File: config.mk
export PLATFORM = sky130hd
export DESIGN_NAME = shared_bundle_reg_arbiter_flat
export DESIGN_NICKNAME = d
export VERILOG_FILES = /design/src/rtl/shared_bundle_reg_arbiter_pkg.sv /design/src/rtl/shared_bundle_reg_arbiter_if.sv /design/src/rtl/shared_bundle_reg_arbiter_rr_pick.sv /design/src/rtl/shared_bundle_reg_arbiter.sv /design/src/flat_wrapper.sv
export SDC_FILE = /design/constraint.sdc
export NUM_CORES = 1
export LEC_CHECK = 0
export ABC_CLOCK_PERIOD_IN_PS = 2600
export CORE_MARGIN = 4
export CORE_UTILIZATION = 39
export DETAILED_ROUTE_END_ITERATION = 6
export HOLD_SLACK_MARGIN = 0.02
export MAX_ROUTING_LAYER = met4
export PLACE_DENSITY = 0.64
export SYNTH_ARGS = -nofsm -noshare
export SYNTH_HDL_FRONTEND = slang
export SYNTH_SLANG_ARGS = --single-unit
File: constraint.sdc
create_clock -name clk -period 2.6 [get_ports clk]
set_input_delay 0.65 -clock clk [delete_from_list [all_inputs] [get_ports clk]]
set_output_delay 0.65 -clock clk [all_outputs]
set_load 0.005 [all_outputs]
File: src/rtl/shared_bundle_reg_arbiter_pkg.sv
// Shared types and helpers for the round-robin bundle-register arbiter.
package shared_bundle_reg_arbiter_pkg;

   typedef enum logic [1:0] {
      IDLE     = 2'd0,
      WRITE    = 2'd1,
      COOLDOWN = 2'd2
   } state_t;

   localparam int HOLD_W = 4;

   function automatic int ptr_w(input int n);
      return (n > 1) ? $clog2(n) : 1;
   endfunction

endpackage

File: src/rtl/shared_bundle_reg_arbiter_if.sv
// Per-requester write port bundle: one bit of each vector per requester.
interface shared_bundle_reg_arbiter_if #(
   parameter int NUM_REQ = 4
);
   logic [NUM_REQ-1:0] req_valid;
   logic [NUM_REQ-1:0] req_a;
   logic [NUM_REQ-1:0] req_b;
   logic [NUM_REQ-1:0] req_ready;

   modport master (output req_valid, req_a, req_b, input req_ready);
   modport slave  (input req_valid, req_a, req_b, output req_ready);
endinterface

File: src/rtl/shared_bundle_reg_arbiter_rr_pick.sv
// Combinational round-robin picker: first set request at or above ptr, wrapping.
module shared_bundle_reg_arbiter_rr_pick
   import shared_bundle_reg_arbiter_pkg::*;
#(
   parameter int NUM_REQ = 4,
   parameter int PTR_W   = ptr_w(NUM_REQ)
)(
   input  logic [NUM_REQ-1:0] req,
   input  logic [PTR_W-1:0]   ptr,
   output logic               any,
   output logic [PTR_W-1:0]   idx
);

   // Scan from the farthest offset down so the nearest offset wins last.
   always_comb begin
      int               j;
      logic [PTR_W-1:0] j_idx;
      j     = 0;
      j_idx = '0;
      any   = 1'b0;
      idx   = '0;
      for (int i = NUM_REQ - 1; i >= 0; i--) begin
         j = int'(ptr) + i;
         if (j >= NUM_REQ) j = j - NUM_REQ;
         j_idx = PTR_W'(j);
         if (req[j_idx]) begin
            any = 1'b1;
            idx = j_idx;
         end
      end
   end

endmodule

File: src/rtl/shared_bundle_reg_arbiter.sv
// Round-robin arbitrated write port in front of the {a, b} bundle register.
// state    | meaning
// IDLE     | waiting for any req_valid; arbitrates and latches the winner
// WRITE    | one cycle; acknowledges and writes if the winner is still valid
// COOLDOWN | HOLD_CYCLES idle cycles after a write, requests ignored
module shared_bundle_reg_arbiter
   import shared_bundle_reg_arbiter_pkg::*;
#(
   parameter  int NUM_REQ     = 4,
   parameter  int HOLD_CYCLES = 2,
   parameter  int CNT_W       = 16,
   localparam int PTR_W       = ptr_w(NUM_REQ)
)(
   input  logic                       clk,
   input  logic                       reset,
   shared_bundle_reg_arbiter_if.slave bus,
   output logic                       out,
   output logic                       out_valid,
   output logic [PTR_W-1:0]           grant_id,
   output logic                       busy,
   output logic [CNT_W-1:0]           write_count
);

   state_t             state_q, state_d;
   logic [PTR_W-1:0]   grant_q;
   logic [PTR_W-1:0]   rr_ptr_q;
   logic [HOLD_W-1:0]  hold_cnt_q;
   logic               reg_a, reg_b;
   logic               pick_any;
   logic [PTR_W-1:0]   pick_idx;
   logic               do_write;
   logic [NUM_REQ-1:0] ready_c;

   shared_bundle_reg_arbiter_rr_pick #(
      .NUM_REQ (NUM_REQ),
      .PTR_W   (PTR_W)
   ) u_rr_pick (
      .req (bus.req_valid),
      .ptr (rr_ptr_q),
      .any (pick_any),
      .idx (pick_idx)
   );

   always_comb begin
      state_d  = state_q;
      do_write = 1'b0;
      ready_c  = '0;
      case (state_q)
         IDLE: begin
            if (pick_any) state_d = WRITE;
         end
         WRITE: begin
            // A requester that withdrew loses the slot; no cooldown is charged.
            if (bus.req_valid[grant_q]) begin
               do_write         = 1'b1;
               ready_c[grant_q] = 1'b1;
               state_d          = (HOLD_CYCLES > 0) ? COOLDOWN : IDLE;
            end else begin
               state_d = IDLE;
            end
         end
         COOLDOWN: begin
            if (hold_cnt_q <= HOLD_W'(1)) state_d = IDLE;
         end
         default: state_d = IDLE;
      endcase
   end

   assign bus.req_ready = ready_c;

   always_ff @(posedge clk) begin
      if (reset) begin
         state_q     <= IDLE;
         grant_q     <= '0;
         rr_ptr_q    <= '0;
         hold_cnt_q  <= '0;
         reg_a       <= 1'b0;
         reg_b       <= 1'b0;
         out_valid   <= 1'b0;
         grant_id    <= '0;
         write_count <= '0;
      end else begin
         state_q <= state_d;
         if (state_q == IDLE && pick_any) grant_q <= pick_idx;
         if (state_q == COOLDOWN) hold_cnt_q <= hold_cnt_q - HOLD_W'(1);
         if (do_write) begin
            reg_a      <= bus.req_a[grant_q];
            reg_b      <= bus.req_b[grant_q];
            out_valid  <= 1'b1;
            grant_id   <= grant_q;
            hold_cnt_q <= HOLD_W'(HOLD_CYCLES);
            rr_ptr_q   <= (grant_q == PTR_W'(NUM_REQ - 1)) ? '0 : grant_q + PTR_W'(1);
            if (write_count != '1) write_count <= write_count + CNT_W'(1);
         end
      end
   end

   assign out  = reg_a | reg_b;
   assign busy = (state_q != IDLE);

endmodule

File: src/flat_wrapper.sv
// flat-port wrapper written by rule: the top's interface ports become plain ports
module shared_bundle_reg_arbiter_flat import shared_bundle_reg_arbiter_pkg::*;
#(
   parameter  int NUM_REQ     = 4,
   parameter  int HOLD_CYCLES = 2,
   parameter  int CNT_W       = 16,
   localparam int PTR_W       = ptr_w(NUM_REQ)
)
  (clk, reset, out, out_valid, grant_id, busy, write_count, bus_req_valid, bus_req_a, bus_req_b, bus_req_ready);
  shared_bundle_reg_arbiter_if #(.NUM_REQ(NUM_REQ)) bus_i ();
  input  logic clk;
  input  logic reset;
  output logic out;
  output logic out_valid;
  output logic [PTR_W-1:0] grant_id;
  output logic busy;
  output logic [CNT_W-1:0] write_count;
  input wire logic [$bits(bus_i.req_valid)-1:0] bus_req_valid;
  input wire logic [$bits(bus_i.req_a)-1:0] bus_req_a;
  input wire logic [$bits(bus_i.req_b)-1:0] bus_req_b;
  output wire logic [$bits(bus_i.req_ready)-1:0] bus_req_ready;
  assign bus_i.req_valid = bus_req_valid;
  assign bus_i.req_a = bus_req_a;
  assign bus_i.req_b = bus_req_b;
  assign bus_req_ready = bus_i.req_ready;
  shared_bundle_reg_arbiter #(.NUM_REQ(NUM_REQ), .HOLD_CYCLES(HOLD_CYCLES), .CNT_W(CNT_W)) u_core (.clk(clk), .reset(reset), .bus(bus_i), .out(out), .out_valid(out_valid), .grant_id(grant_id), .busy(busy), .write_count(write_count));
endmodule
# After elaboration in Yosys (flattened, before gate mapping)
# Index checks and enable logic that the tools add are counted.
# op_classes
add_sub_neg	10
magnitude_cmp	11
n_eq_ne	6
muxes	39
bitwise	1
n_reduce_logical	8
# op_table
cell	n
2-to-1 mux 2 bit	14
adder 16 x 1 -> 16 bit (second input constant)	1
!= test 16 bit (second input constant)	1
< comparator 2 x 3 -> 1 bit (second input constant)	5
binary-select mux 1 bit (select 2 bit)	7
2-to-1 mux 1 bit	14
>= comparator 3 bit (second input constant)	3
2-to-1 mux 4 bit	2
subtractor 2 x 1 -> 2 bit (second input constant)	4
adder 2 x 2 -> 3 bit (second input constant)	2
case mux 2 bit (3 select lines)	1
== test 2 bit (second input constant)	2
less-or-equal comparator 4 x 1 -> 1 bit (second input constant)	1
!= test 2 x 1 -> 1 bit (second input constant)	2
AND reduction 2 bit	2
nonzero test 2 bit	2
subtractor 4 x 1 -> 4 bit (second input constant)	1
adder 2 x 1 -> 3 bit (second input constant)	1
>= comparator 2 x 3 -> 1 bit (second input constant)	1
adder 2 x 1 -> 2 bit (second input constant)	1
demux 1 bit (select 2 bit)	1
== test 2 x 1 -> 1 bit (second input constant)	1
>= comparator 2 x 1 -> 1 bit (second input constant)	1
logical AND 1 bit	2
other kinds (3)	3
# word_totals
ff_bits	31
inputBits	14
word_cells	85

# Longest topological paths before layout
# Gate-level depths: netlist of run 1.
# depth
ltp_word	11
ltp_mapped	7

# Modules after synthesis
# Synthesis of run 1 repeated with hierarchy kept, for this count alone.
# hier_totals
cells_unflattened	200
area_unflattened_um2	1724.2
# modules_own_cells
mod	instances	cells_each	area_per_inst_um2
shared_bundle_reg_arbiter	1	187	1646.6
shared_bundle_reg_arbiter_rr_pick	1	13	77.6

# Worst setup path before layout of run 1
# Ideal clock, no wire load.
# synth_timing
kind	input to output
startpoint	in bus_req_valid[1]
endpoint	out bus_req_ready[0]
arrival_time_ns	1.522
required_ns	1.950
setup_slack_ns	0.428
path_stages	4
path_cell_list	mux2i_1 -> o2bb2ai_2 -> clkbuf_1 -> and2_1
# synth_between
elab_chain_len	4
# synth_lines
element	line	rtl
from (decl)	flat_wrapper.sv:18	input wire logic [$bits(bus_i.req_valid)-1:0] bus_req_valid;
binary-select mux 1 bit (select 2 bit)	shared_bundle_reg_arbiter.sv:54	if (bus.req_valid[grant_q]) begin
2-to-1 mux 1 bit (not written as such)	shared_bundle_reg_arbiter.sv:54	
2-to-1 mux 4 bit	shared_bundle_reg_arbiter.sv:54	
2-to-1 mux 4 bit	shared_bundle_reg_arbiter.sv:48	case (state_q)
to (decl)	flat_wrapper.sv:21	output wire logic [$bits(bus_i.req_ready)-1:0] bus_req_ready;
# Every way passes these cells. The select of a mux whose other input is x is not followed.

# Worst setup path after layout of run 1
# layout_timing
startpoint	in bus_req_valid[1]
endpoint	out bus_req_ready[1]
# The elaborated chain is that of the path after synthesis.

==> flow_metrics.tcl, run 1 <==
set metrics [dict create \
    min_path_cells 2 \
    dr_wl_met2_um 1720 \
    crit_slowest_cell "clkdlybuf4s50_1" \
    netlist_area_mm2 0.00166 \
    first_pass_iters 4 \
    cts_num_sinks 31 \
    ctsRootBufferMaster "clkbuf_8" \
    r2r_end "u_core.write_count[9]" \
    final_cells 297 \
    r2r_start "u_core.write_count[7]" \
    finalPower_mw 1.20 \
    cp_max_fo 6 \
    dr_wl_met3_um 187 \
    arrival_ns 1.86 \
    cts_setup_buffers 0 \
    layout.nets 267 \
    die_w_um 73.3 \
    status "completed" \
    clock_latency_ns 0.28 \
    hold_path_end "u_core.reg_b" \
    hp-start "u_core.reg_b" \
    ys.flop_type "dfxtp_1" \
    crit_path_cell_trace "clkdlybuf4s50_1 > mux2i_2 > o2bb2ai_4 > and2_1 > dlygate4sd2_1" \
    num_rows 23 \
    dp_cells 289 \
    cpPeakStageDelay_ns 0.44 \
    met1_length_um 1930 \
    skew_ns 0.0133 \
    antenna_found_initial 0 \
    grt.overflow.total 0 \
    cts_tree "built" \
    critical_path_class "in2out" \
    startpoint_type "input port" \
    die_h_um 73.3 \
    path_depth 5 \
    io-pin-count 39 \
    drt-initial-drc-count 55 \
    grtUsageTotal_pct 16.0 \
    drv_slew 0 \
    grt_max_degree 15 \
    leakage_nw 0.882 \
    numCtsBuffers 5 \
    top_layer_used "met4" \
    fillers 382 \
    vias 1519 \
    peakVddDrop_v 0.000382 \
    end_kind "output port" \
    postRouteAntennaNets 0 \
    grt_pass1_wl_um 6570 \
    clock_path_buffers 2 \
    finalWeightedCongestion 0.815 \
    max-cap-violations 0 \
    synth_edf_count 0 \
    whs_ns 0.448 \
    initial_utilization_pct 41.0 \
    port_buffers 38 \
    synth.avg_cell_area_um2 8.62 \
    core_area_mm2 0.00406 \
    die_area_mm2 0.00537 \
    final_common_cell "clkdlybuf4s50_1" \
    ys_seq_area_share_pct 37.3 \
    finalHoldViolations 0 \
    min_path_type "reg2reg" \
    path_buf_inv 2 \
    h-tree-depth 2 \
    antennaDiodeCount 0 \
    period_share_pct 96.4 \
    layout_min_cycle_time_ns 2.51 \
    rrSetupSlack_ns 0.69 \
    critical_path_required_ns 1.95 \
    synth_nets 214 \
    route.detailed.drc 0 \
    viasPerCell 5.11 \
    synthToLayoutAreaGrowth_pct 39.5 \
    path_delay_family "buffers and inverters" \
    ys_warn_count 0 \
    drive_gt1_share_pct 13.8 \
    cts.clk_slew.worst_paths_ns 0.07 \
    synth_seq_cells 31 \
    worst_r2r_path_depth 5 \
    maxSlewHeadroom_pct 70.3 \
    netlist_instances 193 \
    post-dp-hpwl_um 2960 \
    fin_setup_tns_ns 0 \
    rsz0062_at_grt "no" \
    finalSetupViolCount 0 \
    grt_pass1_vias 1459 \
    layout_common_cells "32 x clkdlybuf4s50_1, 31 x dfxtp_1, 25 x nor2_1, 19 x nand2_1, 16 x a21oi_1" \
    powerDensity_mw_per_mm2 518 \
    tightest_slew_ns 0.442 \
    wl_per_cell_um 13.0 \
    synth_cell_types 40 \
    max_freq_mhz 399 \
    synth-async-reset-ratio_pct 0 \
    wirelength_um 3870 \
]
## flip-flops by register name (all words and copies together), names as in the netlist
name,count
u_core.out_valid,1
u_core.state_q,2
u_core.grant_q,2
u_core.hold_cnt_q,4
u_core.reg_b,1
u_core.rr_ptr_q,2
u_core.reg_a,1
u_core.grant_id,2
u_core.write_count,16
## kinds of logic (layout without fill, tap and decap cells)
family	after synthesis	in the layout	synth area share, %
buffers and inverters	13	67	3.09
multiplexers	6	6	5.49
XOR/XNOR	15	15	7.90
AO/OA/AOI/OAI	26	26	10.7
adder cells (fa/ha/maj)	7	7	5.27
AND/OR/NAND/NOR	95	95	30.2
flip-flops	31	31	37.3
## through the flow
| stage | setup slack, ns | utilization [%] | cell area (um^2) |
|---|---|---|---|
| after detailed placement | -0.251 | 53.9 | 2190 |
| after global placement | -0.197 | 53.9 | 2190 |
| final | 0.0937 | 57.2 | 2320 |
| after CTS | 0.00635 | 57.1 | 2320 |
| after floorplan | 0.428 | - | 1660 |
| after global routing | 0.0337 | 57.2 | 2320 |
## worst max-delay path by stage
stage | startpoint | endpoint | slack, ns
final | bus_req_valid[1] | bus_req_ready[1] | 0.09
after global routing | bus_req_valid[1] | bus_req_ready[1] | 0.03
after CTS | bus_req_valid[3] | bus_req_ready[1] | 0.006
after detailed placement | bus_req_valid[1] | bus_req_ready[3] | -0.25
after global placement | bus_req_valid[1] | bus_req_ready[1] | -0.20
after floorplan | bus_req_valid[1] | bus_req_ready[0] | 0.43
## worst min-delay path: stages, from the launching register on
cell	delay, ns
dfxtp_1	0.31
nand2_1	0.05
a21oi_1	0.05
## Yosys cell counts (2+ instances only)
master,number,area (um^2)
nor2_1,25,93.8
nand2_1,19,71.3
inv_1,7,26.3
nand2b_1,2,12.5
nand4_1,5,31.3
nand3_1,9,45.0
ha_1,7,87.6
buf_2,2,10.0
a21oi_1,16,80.1
nor3_1,12,60.1
and2_1,5,31.3
nor2b_1,2,12.5
xnor2_1,10,87.6
and4b_1,2,20.0
nor4_1,5,31.3
dfxtp_1,31,621
clkbuf_1,4,15.0
o21ai_0,3,15.0
mux2i_1,2,20.0
xor2_1,5,43.8
## where the power goes
group          total [mW]  switching, mW  leakage, nW  internal (mW)
clock network       0.488          0.178       0.0612          0.310
registers           0.512         0.0174        0.251          0.495
logic               0.202         0.0926        0.569          0.110
## repair_timing
item	CTS	global route
hold buffers	0	0
pin swaps	2	1
gates cloned	0	0
setup endpoints to repair	4	4
resized for setup	8	1
## routing by layer
| metal | global-route usage [%] | up-vias |
|---|---|---|
| li1 | - | 785 |
| met1 | 20.0 | 701 |
| met2 | 24.3 | 29 |
| met3 | 4.24 | 4 |
| met4 | 6.84 | 0 |
| met5 | - | - |
## area by class of cell
class	instances	area, um^2	area share (%)
sequential	31	621	26.8
inverter	7	26.3	1.13
tap	50	62.6	2.70
clock inverter	2	35.0	1.51
timing repair buffer	52	482	20.8
clock buffer	6	82.6	3.56
multi-input combinational	149	1010	43.6
Power figures use the tool's default switching activity.
==> inputs of run 2 (changes only) <==
--- a/config.mk
+++ b/config.mk
@@ -12,6 +12,7 @@
 export HOLD_SLACK_MARGIN = 0.02
 export MAX_ROUTING_LAYER = met4
 export PLACE_DENSITY = 0.64
+export SLEW_MARGIN = 20
 export SYNTH_ARGS = -nofsm -noshare
 export SYNTH_HDL_FRONTEND = slang
 export SYNTH_SLANG_ARGS = --single-unit
==> results of run 2 <==
Final layout, timing and power as in run 1 (identical DEF).
==> inputs of run 3 (changes only) <==
--- a/config.mk
+++ b/config.mk
@@ -8,6 +8,7 @@
 export ABC_CLOCK_PERIOD_IN_PS = 2600
 export CORE_MARGIN = 4
 export CORE_UTILIZATION = 39
+export CTS_BUF_LIST = sky130_fd_sc_hd__clkbuf_8 sky130_fd_sc_hd__clkbuf_16
 export DETAILED_ROUTE_END_ITERATION = 6
 export HOLD_SLACK_MARGIN = 0.02
 export MAX_ROUTING_LAYER = met4
==> results of run 3 <==
Final layout, timing and power as in run 1 (identical DEF).
